### src/rtl/rv_writeback.sv
// Writeback stage: drives the register-file write port from ALU results or formatted load data.
// Latency: combinational; ALU writes and already-completed loads are written in the same cycle.
// Backpressure: w_stall_req_o holds the execute stage while a load is outstanding.
// Optional feature: define URV_WB_BUS_TIMEOUT_EN to abort loads after BUS_TIMEOUT wait cycles.
module rv_writeback #(
    parameter int BUS_TIMEOUT = 255
) (
    input  logic        clk_i,
    input  logic        rst_i,
    input  logic [2:0]  x_fun_i,
    input  logic        x_load_i,
    input  logic        x_store_i,
    input  logic [4:0]  x_rd_i,
    input  logic [31:0] x_rd_value_i,
    input  logic        x_rd_write_i,
    input  logic [31:0] x_dm_addr_i,
    input  logic [31:0] dm_data_l_i,
    input  logic        dm_load_done_i,
    output logic        w_stall_req_o,
    output logic [4:0]  rf_rd_o,
    output logic [31:0] rf_rd_value_o,
    output logic        rf_rd_write_o
`ifdef URV_WB_BUS_TIMEOUT_EN
    ,
    output logic        w_bus_error_o
`endif
);

    typedef enum logic {IDLE, WAIT_LOAD} state_t;

    localparam logic [31:0] BUS_TIMEOUT_V = 32'(BUS_TIMEOUT);

    state_t      state_q, state_d;
    logic [4:0]  held_rd_q;
    logic [2:0]  held_fun_q;
    logic [1:0]  held_a_q;
    logic        capture;
    logic        stall;
    logic        wr;
    logic [4:0]  rd;
    logic [31:0] val;
    logic        err;

    // Stores never write the RF and only the byte-lane bits of the address matter here.
    logic unused_sink;
    assign unused_sink = ^{x_store_i, x_dm_addr_i[31:2], BUS_TIMEOUT_V[0]};

    // Select the addressed lane and extend it according to funct3; unknown funct3 yields zero.
    function automatic logic [31:0] fmt_load(input logic [2:0] fun, input logic [1:0] a,
                                             input logic [31:0] d);
        logic [31:0] sh;
        logic [7:0]  b;
        logic [15:0] h;
        sh = d >> {a, 3'b000};
        b  = sh[7:0];
        h  = a[1] ? d[31:16] : d[15:0];
        case (fun)
            3'b000:  fmt_load = {{24{b[7]}}, b};
            3'b100:  fmt_load = {24'd0, b};
            3'b001:  fmt_load = {{16{h[15]}}, h};
            3'b101:  fmt_load = {16'd0, h};
            3'b010:  fmt_load = d;
            default: fmt_load = 32'd0;
        endcase
    endfunction

`ifdef URV_WB_BUS_TIMEOUT_EN
    localparam int CNT_W = ($clog2(BUS_TIMEOUT + 1) > 8) ? $clog2(BUS_TIMEOUT + 1) : 8;
    logic [CNT_W-1:0] cnt_q;
    logic             limit;
    assign limit = (cnt_q == CNT_W'(BUS_TIMEOUT - 1));

    // Wait-cycle counter: restarts when a load begins waiting, counts every WAIT_LOAD cycle.
    always_ff @(posedge clk_i) begin
        if (rst_i) begin
            cnt_q <= '0;
        end else if (capture) begin
            cnt_q <= '0;
        end else if (state_q == WAIT_LOAD) begin
            cnt_q <= cnt_q + 1'b1;
        end
    end
`endif

    // Next state, stall and RF write port; reset suppresses any write in the reset cycle.
    always_comb begin
        state_d = state_q;
        capture = 1'b0;
        stall   = 1'b0;
        wr      = 1'b0;
        rd      = 5'd0;
        val     = 32'd0;
        err     = 1'b0;
        case (state_q)
            IDLE: begin
                if (x_load_i) begin
                    if (dm_load_done_i) begin
                        wr  = 1'b1;
                        rd  = x_rd_i;
                        val = fmt_load(x_fun_i, x_dm_addr_i[1:0], dm_data_l_i);
                    end else begin
                        capture = 1'b1;
                        stall   = 1'b1;
                        state_d = WAIT_LOAD;
                    end
                end else if (x_rd_write_i) begin
                    wr  = 1'b1;
                    rd  = x_rd_i;
                    val = x_rd_value_i;
                end
            end
            WAIT_LOAD: begin
                stall = !dm_load_done_i;
                if (dm_load_done_i) begin
                    wr      = 1'b1;
                    rd      = held_rd_q;
                    val     = fmt_load(held_fun_q, held_a_q, dm_data_l_i);
                    state_d = IDLE;
                end
`ifdef URV_WB_BUS_TIMEOUT_EN
                else if (limit) begin
                    stall   = 1'b0;
                    err     = 1'b1;
                    state_d = IDLE;
                end
`endif
            end
            default: state_d = IDLE;
        endcase
        if (rd == 5'd0) begin
            wr = 1'b0;
        end
        if (rst_i) begin
            wr      = 1'b0;
            stall   = 1'b0;
            err     = 1'b0;
            capture = 1'b0;
            state_d = IDLE;
        end
    end

    // State register and the held destination/format of an outstanding load.
    always_ff @(posedge clk_i) begin
        if (rst_i) begin
            state_q    <= IDLE;
            held_rd_q  <= 5'd0;
            held_fun_q <= 3'd0;
            held_a_q   <= 2'd0;
        end else begin
            state_q <= state_d;
            if (capture) begin
                held_rd_q  <= x_rd_i;
                held_fun_q <= x_fun_i;
                held_a_q   <= x_dm_addr_i[1:0];
            end
        end
    end

    assign w_stall_req_o = stall;
    assign rf_rd_write_o = wr;
    assign rf_rd_o       = rd;
    assign rf_rd_value_o = val;
`ifdef URV_WB_BUS_TIMEOUT_EN
    assign w_bus_error_o = err;
`else
    logic unused_err;
    assign unused_err = err;
`endif

endmodule

### config.mk
export PLATFORM = sky130hd
export DESIGN_NAME = rv_writeback
export DESIGN_NICKNAME = d
export VERILOG_FILES = /design/src/rtl/rv_writeback.sv
export SDC_FILE = /design/constraint.sdc
export NUM_CORES = 1
export LEC_CHECK = 0
export ABC_AREA = 1
export BUFFER_PORTS_ARGS = -buffer_cell sky130_fd_sc_hd__buf_4
export CORE_UTILIZATION = 48
export CTS_BUF_LIST = sky130_fd_sc_hd__clkbuf_16
export DETAILED_ROUTE_END_ITERATION = 10
export PLACE_DENSITY_LB_ADDON = 0.25
export SLEW_MARGIN = 5
export SYNTH_ARGS = -nofsm -noshare
export SYNTH_HDL_FRONTEND = slang
export SYNTH_SLANG_ARGS = --single-unit
### constraint.sdc
create_clock -name clk_i -period 1.5 [get_ports clk_i]
set_input_delay 0.075 -clock clk_i [delete_from_list [all_inputs] [get_ports clk_i]]
set_output_delay 0.075 -clock clk_i [all_outputs]
set_load 0.01 [all_outputs]
Word level (Yosys, flattened, before mapping)

Index checks and enable logic that the tools add are counted.

Flip-flop bits (word level): 11
Bits in latches: 0
Memory bits (writable): 0
Memory bits (read-only): 0
Input bits: 110
Output and inout bits: 39
Logic and storage cells: 46
Memories kept: 0

Add/sub/neg operators: 0
Multipliers: 0
Div/mod/pow operators: 0
Order comparisons: 0
Equality and inequality tests: 8
Shift-type cells: 2
Muxes and demuxes: 27
Bitwise gates (word level): 1
Reductions and logical operators: 4

Operators with widths:

| cell                                                            | count |
|---|---|
| 32-bit case mux with 5 select lines                             | 2 |
| 32-bit 2-to-1 mux                                               | 4 |
| 32-bit case mux with 2 select lines                             | 1 |
| 32-bit by 5-bit >> shifter with 8-bit output                    | 2 |
| 16-bit 2-to-1 mux                                               | 2 |
| 5-bit 2-to-1 mux                                                | 4 |
| 3-bit == test, second input constant                            | 4 |
| 1-bit 2-to-1 mux                                                | 10 |
| 5-bit case mux with 2 select lines                              | 1 |
| 3-bit by 1-bit == test with 1-bit output, second input constant | 2 |
| 3-bit by 2-bit == test with 1-bit output, second input constant | 2 |
| 3-bit zero test                                                 | 2 |
| 1-bit case mux with 2 select lines                              | 3 |
| 5-bit zero test                                                 | 1 |
| 1-bit zero test                                                 | 1 |
| 1-bit NOT                                                       | 1 |

Logic depth before layout (Yosys ltp)

Gate-level depths: netlist (run 1).

Word-level depth: 6
Depth in mapped cells: 13
Gate-level depth less buffers: 11

Worst setup path before layout (run 1)

OpenSTA, ideal clock, no wires.

Path type: reg-to-output
From: reg held_a_q[1]
To: out rf_rd_value_o[20]
Arrival: 1204 ps
Required time: 1425 ps
Path slack: 221 ps
Stages on the path, launching flop included: 8
Buffers on the path: 2
Path through: dfxtp_1 > buf_6 > o21ai_2 > nand4_1 > buf_6 > nand3_1 > nand2_1 > nand2_1

Word-level cells in the longest chain between the ends: 4
Elaborated cells on any way between the ends: 5
Classes of those cells: 1 x shift; 4 x mux

Ends and longest elaborated chain:

| element                                                                                  | RTL line | source |
|---|---|---|
| from (decl)                                                                              | 36       | `logic [1:0] held_a_q;` |
| from (signal assigned)                                                                   | 154      | `held_a_q <= x_dm_addr_i[1:0];` |
| 32-bit by 5-bit >> shifter with 8-bit output / 16-bit 2-to-1 mux (equally long branches) | 54, 56   |  |
| 32-bit case mux with 5 select lines *                                                    | 57       | `case (fun)` |
| 32-bit 2-to-1 mux *                                                                      | 114      | `if (dm_load_done_i) begin` |
| 32-bit case mux with 2 select lines *                                                    | 94       | `case (state_q)` |
| to (decl)                                                                                | 21       | `output logic [31:0] rf_rd_value_o,` |

Mark *: on every way between the ends. The rest lies on a longest branch, timed or not.

Worst setup path after layout (run 1)

From: reg held_a_q[1]
To: out rf_rd_value_o[12]

Same word-level chain as after synthesis.

==> impl_metrics.yaml, run 1 <==
status:
  status: "finished, violations left"
  violations: "negative setup slack"
synthesis:
  synth_seq_cells: 11
  syn-cell-area_um2: 2954
  seq_area_frac_synth: 0.07454
  syn_area_per_cell_um2: 4.594
  synth_area_leaders: "nand2_1, nand3_1, dfxtp_1, nor2_1, inv_1"
  synth_top_cell_area_share: 0.4676
  yosys.area.top_type: "nand2_1"
  synthCells: 643
  synth_cell_types: 30
  syn_nets: 753
  synth_warnings: 0
power:
  pwr-share-seq: 0.150
  p_switching_uw: 898.6
  p_int_mw: 1.274
  fin_total_pwr_mw: 2.172
  p_clk_frac: 0.231
  p_per_area_nw_per_um2: 485.6
  total_leakage_power_nw: 2.623
  swShare: 0.4137
  ir_worst_vdd_mv: 0.5740
  p_comb_frac: 0.619
drt:
  drt_iter0_drc: 405
  viasPerCell: 5.541
  firstDrtPassIters: 6
  final_antenna_net_count: 0
  drc: 0
  wl_mm: 12.07
  num_vias: 4649
  wl_per_cell_um: 14.39
global_routing:
  use_met3: 0.03523
  antenna_found_initial: 0
  grt_overflow_total: 0
  grt_max_degree: 33
  grt_pass1_vias: 4020
  grt_pass1_wl_mm: 18.10
  grtUsageMet2: 0.6356
  gr-usage-met1: 0.4245
  top_usage_layer: "met2"
  track_usage: 0.3567
placement:
  dp_hpwl_mm: 8.114
  portBuffers: 117
  pre_cts_ws_ps: -40.20
  place_congestion: 0.9918
die:
  chipHeight_um: 80.45
  die_w_um: 80.45
  start_util: 0.4989
  coreArea_um2: 5921
  dieArea_um2: 6472
  io_pins: 149
  num_rows: 28
worst_setup_path:
  path_class: "register to primary output"
  cp-end-kind: "primary output"
  critPathTopFamily: "simple AND/OR/NAND/NOR gates"
  crit_arrival_ps: 1570
  crit_slowest_cell: "dfxtp_4"
  required_ps: 1420
  crit_path_cell_trace: "o211ai_1 > nand2_2 > nand2_4 > clkbuf_16 > nand3_1 > nand2_1 > nand2_1 > buf_4"
  path_common_cell: "nand2_1"
  cp-start-kind: "register"
  crit_buf_inv: 2
  max_stage_delay_ps: 380
  critPathMaxFanout: 8
timing:
  fin_ws_ps: -141.6
  drv_slew: 0
  tightest_slew_ps: 466.5
  fin_skew_ps: 2.800
  hold_viol: 0
  period_minus_slack_ps: 1642
  tns_ps: -2909
  post-route-period-util: 1.094
  slew_headroom: 0.6890
  max_freq_mhz: 609.2
  fin_hold_ws_ps: 50.49
  finalSetupViolCount: 32
  rsz0062_at_grt: "yes"
clock_network:
  cts_tree: "yes"
  clk-insertion-delay-late_ps: 240
  clkTransAtPathRegs_ps: 50
  clockBufferDepth: 2
  htreeDepth: 1
  numCtsBuffers: 3
  ctsRootBufferMaster: "clkbuf_16"
  cts_sinks: 11
final_layout:
  final_common_cell: "nand2_1"
  syn_to_final_growth_pct: 51.42
  fin_nets: 875
  layout-drive-gt1-share: 0.2932
  layout_common_cells: "nand2_1, buf_4, nor2_1"
  post-route-util: 0.7555
  antenna_cells: 0
min_path:
  holdCritPathClass: "input pin to register"
job:
  maxCapViolations: 0
## cells by family after synthesis
group,count (synthesis),share of synthesized area
AO/OA/AOI/OAI,49,0.1021
buffers and inverters,89,0.1440
flip-flops,11,0.07454
AND/OR/NAND/NOR,494,0.6794
## cell usage after synthesis (all sizes together)
library cell	number
a211oi	2
a21oi	14
buf	32
clkbuf	6
clkinv	1
dfxtp	11
inv	50
nand2	372
nand3	58
nand3b	2
nand4	1
nor2	56
nor3	3
nor3b	1
nor4	1
o211ai	7
o21ai	17
o31ai	9
## metal layers
metal	share of wire	vias up
li1	-	2229
met1	0.37	2109
met2	0.50	271
met3	0.097	40
met4	0.032	0
met5	0	-
## sequential cells by signal, summed over array words and instances, names as in the netlist
signal      count
held_a_q        2
state_q         1
held_fun_q      3
held_rd_q       5
## per-stage QoR
stage / cell area, um2 / std cells
finish: 4473 / 839
global route: 4473 / 839
CTS: 4230 / 836
detailed placement: 3974 / 824
global placement: 3974 / 824
floorplan: 2954 / 643
## power by group through the flow
stage / combinational (mW) / sequential (mW) / clock, mW
CTS: 1.21 / 0.325 / 0.493
detailed placement: 1.14 / 0.329 / 0
global route: 1.46 / 0.328 / 0.512
global placement: 1.12 / 0.328 / 0
finish: 1.34 / 0.326 / 0.502
floorplan: 0.633 / 0.324 / 0
## layout make-up
class | instances | area (um2)
clock inverter | 1 | 3.754
inverter | 51 | 202.7
multi-input combinational | 543 | 2511
tap | 75 | 93.84
timing repair buffer | 155 | 1354
sequential | 11 | 232.7
clock buffer | 3 | 75.07
fill | 525 | 1448
## path summary, 6_finish.rpt
kind | slack [ps] | to | cells after the start | start
setup / recovery | -140 | rf_rd_value_o[12] | 8 | held_a_q[1]$_SDFFE_PP0P_
hold / removal | 50 | held_rd_q[2]$_SDFFE_PP0P_ | 3 | x_rd_i[2]
setup reg to reg | 290 | held_a_q[1]$_SDFFE_PP0P_ | 4 | state_q$_SDFF_PP0_
hold reg to reg | 480 | held_rd_q[2]$_SDFFE_PP0P_ | 2 | held_rd_q[2]$_SDFFE_PP0P_
## tightest hold or removal path, delay by kind of cell
kind                   cells  cell delay, ps
and+or+nand+nor            1              40
buffers and inverters      1              80
AOI/OAI and AO/OA          1              60
## what timing repair did
item	CTS	global route
pin swaps	15	18
gates cloned	1	1
endpoints found under the setup margin	33	33
hold buffers	0	0
gates resized for setup	39	49
buffers inserted	7	2
(Power assumes the default switching activity.)
==> run 2, diff against run 1 <==
MAX_ROUTING_LAYER = met4   (was default)
==> run 2 against run 1 <==
Against the previous run: utilization up 1.4 points; highest routed layer unchanged; critical path depth unchanged; the run still ends with negative setup slack left; first-iteration DRC count up 5.4%; count of clock-buffer cells in the layout unchanged; clock power down 5.4%; sequential cell count unchanged; register-to-register slack got worse by 60 ps; via count is 2.2% lower.
==> impl_metrics.yaml, run 2 (synthesis gave the netlist of run 1 again) <==
timing:
  fin_skew_ps: 2.107
  hold_viol: 0
  drv_slew: 0
  period_minus_slack_ps: 1658
  finalSetupViolCount: 32
  max_freq_mhz: 603.0
  tightest_slew_ps: 434.9
  rsz0062_at_grt: "yes"
  fin_ws_ps: -158.4
  slew_headroom: 0.7101
  post-route-period-util: 1.106
global_routing:
  grt_pass1_vias: 4115
  grt_pass1_wl_mm: 18.69
  grt_overflow_total: 0
  track_usage: 0.3785
  antenna_found_initial: 0
  grt_max_degree: 33
worst_setup_path:
  rr_startpoint: "state_q$_SDFF_PP0_"
  cp-end-kind: "primary output"
  cp-start-kind: "register"
  startpoint: "held_a_q[1]$_SDFFE_PP0P_"
  required_ps: 1420
  r2r_slack_ps: 230
  crit_end: "rf_rd_value_o[31]"
  crit_arrival_ps: 1580
  path_class: "register to primary output"
  critPathMaxFanout: 8
  worst_r2r_endpoint: "held_a_q[1]$_SDFFE_PP0P_"
  rr_worst_depth: 4
final_layout:
  layout-drive-gt1-share: 0.2947
  reg_top3: "held_rd_q (5), held_fun_q (3), held_a_q (2)"
  fin_nets: 878
  post-route-util: 0.7697
  top_register: "held_rd_q"
  antenna_cells: 0
  syn_to_final_growth_pct: 54.26
  final_common_cell: "nand2_1"
  largest_reg_flops: 5
  layout_common_cells: "nand2_1, buf_4, inv_1"
drt:
  firstDrtPassIters: 5
  drc: 0
  final_antenna_net_count: 0
  drt_iter0_drc: 427
  wl_per_cell_um: 14.14
  viasPerCell: 5.398
  num_vias: 4545
  wl_mm: 11.90
clock_network:
  numCtsBuffers: 3
  clkTransAtPathRegs_ps: 40
  cts_sinks: 11
  htreeDepth: 1
  clockBufferDepth: 2
  ctsRootBufferMaster: "clkbuf_16"
  clk-insertion-delay-late_ps: 240
  cts_tree: "yes"
power:
  total_leakage_power_nw: 2.645
  p_per_area_nw_per_um2: 476.8
  ir_worst_vdd_mv: 0.7127
min_path:
  holdCritPathClass: "input pin to register"
  hp-start: "x_rd_i[3]"
status:
  status: "finished, violations left"
  violations: "negative setup slack"
die:
  chipHeight_um: 80.45
  die_w_um: 80.45
  dieArea_um2: 6472
  num_rows: 28
  io_pins: 149
  coreArea_um2: 5921
  start_util: 0.4989
placement:
  dp_hpwl_mm: 8.159
  place_congestion: 1.008
  pre_cts_ws_ps: -4.639
  portBuffers: 117
job:
  maxCapViolations: 0
run 2: cell types whose count changed in the layout (fill, tap and decap cells not counted), moves of 2 or more:
cell     delta
buf_16      +2
nand3_1     +2
buf_4       -4
a21oi_1     +2
nor2_4      +3
a21oi_2     -5
buf_6       +6
nor2_1      -3
a21oi_4     +3
run 2: final cells by class:
class | count | area, um2
clock buffer | 3 | 75.07
tap | 75 | 93.84
multi-input combinational | 543 | 2530
fill | 497 | 1364
inverter | 51 | 202.7
sequential | 11 | 230.2
timing repair buffer | 158 | 1421
clock inverter | 1 | 3.754
run 2: per-layer routing:
layer	part of all wire	vias up	track usage
li1	-	2239	-
met1	0.39	2017	0.4441
met2	0.49	250	0.6508
met3	0.082	39	0.03182
met4	0.030	0	0.1750
met5	0	-	-
run 2: repair_timing:
| action | in CTS | in global routing |
|---|---|---|
| pin swaps | 37 | 12 |
| endpoints found under the setup margin | 33 | 33 |
| cloned | 3 | 0 |
| buffers inserted | 8 | 0 |
| hold buffers | 0 | 0 |
| resized for setup | 77 | 24 |
run 2: worst max-delay path, stage by stage (launching register included):
cell      delay, ps
dfxtp_4         380
o211ai_1        220
nand2_2         110
nand2_4         150
buf_12          140
nand3_1          70
nand2_1          80
nand2_1          60
buf_6           120
run 2: power by group:
group          internal [mW]  total (mW)  leakage, nW  switching, mW
Clock                  0.349       0.475       0.0423          0.125
Sequential             0.309       0.327       0.0922         0.0185
Combinational          0.636        1.37         2.51          0.735
Total                   1.29        2.17         2.64          0.879
run 2: how the worst min path moves through the flow:
stage	endpoint	slack [ps]	cells past startpoint
finish	held_rd_q[3]$_SDFFE_PP0P_	50	3
global route	held_rd_q[2]$_SDFFE_PP0P_	80	3
CTS	held_rd_q[3]$_SDFFE_PP0P_	50	3
detailed placement	held_rd_q[3]$_SDFFE_PP0P_	290	3
global placement	held_rd_q[2]$_SDFFE_PP0P_	280	3
floorplan	held_fun_q[0]$_SDFFE_PP0P_	180	1
run 2: through the flow:
stage / hold slack, ps / setup TNS, ps / total power, mW / cell area (um2) / std cells
floorplan: 178.5 / 0 / 0.9574 / 2954 / 643
global placement: 283.7 / -11.08 / 1.452 / 3971 / 827
detailed placement: 288.4 / -8.277 / 1.463 / 3971 / 827
CTS: 47.33 / -2808 / 2.107 / 4462 / 842
global route: 78.37 / -6546 / 2.318 / 4557 / 842
finish: 50.24 / -3840 / 2.173 / 4557 / 842
==> run 3, diff against run 2 <==
ABC_AREA = default   (was 1)
CORE_UTILIZATION = 44   (was 48)
GPL_TIMING_DRIVEN = 0   (was default)
==> run 3 against run 2 <==
Against the previous run: the flow still finishes with violations (negative setup slack); sequential power barely moved; clock skew up 0.54 ps; clock power is 6.1% higher; worst hold slack got worse by 15 ps; register-to-register slack got worse by 80 ps; critical path type unchanged; fmax decreased by 21%; first-iteration DRC count grew 6.3%; utilization up 1.5 points; combinational power hardly changed.
==> impl_metrics.yaml, run 3 <==
placement:
  placed_cells: 502
  pre_cts_ws_ps: -622.8
  portBuffers: 114
  place_congestion: 0.9565
  postPlaceCellArea_um2: 3455
  dp_hpwl_mm: 7.740
worst_setup_path:
  path_class: "register to primary output"
  path_common_cell: "buf_6"
  required_ps: 1420
  critPathMaxFanout: 7
  max_stage_delay_ps: 380
  crit_arrival_ps: 2030
  crit_slowest_cell: "a222oi_1"
  cp-start-kind: "register"
  crit_path_cell_trace: "buf_6 > buf_8 > buf_6 > nor2_2 > a21o_1 > a222oi_1 > o22ai_1 > a21o_1 > buf_6"
  cp-end-kind: "primary output"
job:
  maxCapViolations: 0
timing:
  drv_slew: 0
  fin_hold_ws_ps: 35.19
  tightest_slew_ps: 764.7
  fin_ws_ps: -604.2
  hold_viol: 0
  finalSetupViolCount: 33
  tns_ps: -16910
  rsz0062_at_grt: "yes"
  post-route-period-util: 1.403
  max_freq_mhz: 475.2
  period_minus_slack_ps: 2104
  slew_headroom: 0.4883
  fin_skew_ps: 2.644
drt:
  wl_per_cell_um: 21.22
  wl_mm: 11.14
  drt_iter0_drc: 454
  final_antenna_net_count: 0
  firstDrtPassIters: 9
  num_vias: 3567
  viasPerCell: 6.794
  drc: 0
min_path:
  holdCritPathClass: "input pin to register"
synthesis:
  ys.flop_type: "dfxtp_1"
  synthCells: 318
  postSynth.asyncResetShare: 0
  yosys.area.top_type: "dfxtp_1"
  ys_top_cells_by_count: "a21oi_1, nand2_1, a221oi_1"
  synth_seq_cells: 11
  synth_edf_count: 0
  synth.most_common_cell: "a21oi_1"
  seq_area_frac_synth: 0.09362
  synth_top_cell_area_share: 0.09362
  syn_nets: 428
  synth_warnings: 0
  syn_area_per_cell_um2: 7.397
  synth_cell_types: 48
  syn-cell-area_um2: 2352
  synth_area_leaders: "dfxtp_1, a21oi_1, a221oi_1, o32ai_1, mux2_2"
power:
  p_per_area_nw_per_um2: 548.3
  fin_total_pwr_mw: 2.213
  ir_worst_vdd_mv: 0.6176
  total_leakage_power_nw: 1.671
clock_network:
  htreeDepth: 1
  clockBufferDepth: 2
  numCtsBuffers: 3
  clk-insertion-delay-late_ps: 250
  cts_sinks: 11
  ctsRootBufferMaster: "clkbuf_16"
  cts_tree: "yes"
  clkTransAtPathRegs_ps: 40
  hold_buffers: 0
global_routing:
  grt_pass1_wl_mm: 15.29
  grt_max_degree: 11
  track_usage: 0.3724
  grt_overflow_total: 0
  antenna_found_initial: 0
  grt_pass1_vias: 3077
status:
  status: "finished, violations left"
  violations: "negative setup slack"
final_layout:
  top_register: "held_rd_q"
  layout-drive-gt1-share: 0.5341
  final_common_cell: "buf_4"
  syn_to_final_growth_pct: 71.54
  antenna_cells: 0
  post-route-util: 0.7851
  layout_common_cells: "buf_4, a21oi_1, nand2_1"
  design_area_um2: 4035
  finish.cell_count_without_fillers: 525
  largest_reg_flops: 5
  fin_nets: 566
  reg_top3: "held_rd_q (5), held_fun_q (3), held_a_q (2)"
die:
  io_pins: 149
  chipHeight_um: 75.12
  dieArea_um2: 5642
  num_rows: 26
  start_util: 0.4576
  die_w_um: 75.12
  coreArea_um2: 5140
run 3: kinds of logic after synthesis:
group | after synthesis | share of synthesized area
flip-flops | 11 | 0.09362
AO/OA/AOI/OAI | 157 | 0.4814
multiplexers | 21 | 0.1117
AND/OR/NAND/NOR | 92 | 0.2027
buffers and inverters | 37 | 0.1106
run 3: layer usage:
| metal | GRT usage | share of wire |
|---|---|---|
| met2 | 0.6066 | 0.47 |
| met5 | - | 0 |
| met1 | 0.4754 | 0.38 |
| met3 | 0.02677 | 0.10 |
| met4 | 0.1551 | 0.046 |
run 3: layout make-up:
cell class | count | area (um2)
clock buffer | 3 | 75.07
multi-input combinational | 270 | 2271
fill | 369 | 1105
tap | 70 | 87.58
clock inverter | 1 | 5.005
timing repair buffer | 138 | 1105
buffer | 29 | 251.5
inverter | 3 | 11.26
sequential | 11 | 229.0
run 3: where the power goes:
group	leakage [nW]	internal, mW	switching (mW)	total, mW
Combinational	1.54	0.694	0.690	1.38
Sequential	0.0918	0.308	0.0172	0.325
Clock	0.0409	0.354	0.149	0.504
run 3: repair_timing:
action                     in CTS  in global routing
setup endpoints to repair      38                 43
setup buffers                  11                 12
pin swaps                      15                 20
resized for setup              51                 41
gates cloned                    1                  0
run 3: worst max-delay path: cells and delay by family, from the launching register on:
family | cells | cell delay, ps
buf+inv | 4 | 470
flops | 1 | 340
compound gates | 4 | 950
simple gates | 1 | 30
run 3: path summary, 6_finish.rpt:
path | cells after the start | slack, ps | startpoint | endpoint
setup / recovery | 9 | -600 | held_a_q[1]$_SDFFE_PP0P_ | rf_rd_value_o[5]
setup reg to reg | 4 | 150 | state_q$_SDFF_PP0_ | held_fun_q[0]$_SDFFE_PP0P_
hold reg to reg | 2 | 470 | held_rd_q[0]$_SDFFE_PP0P_ | held_rd_q[0]$_SDFFE_PP0P_
hold / removal | 2 | 40 | dm_load_done_i | state_q$_SDFF_PP0_
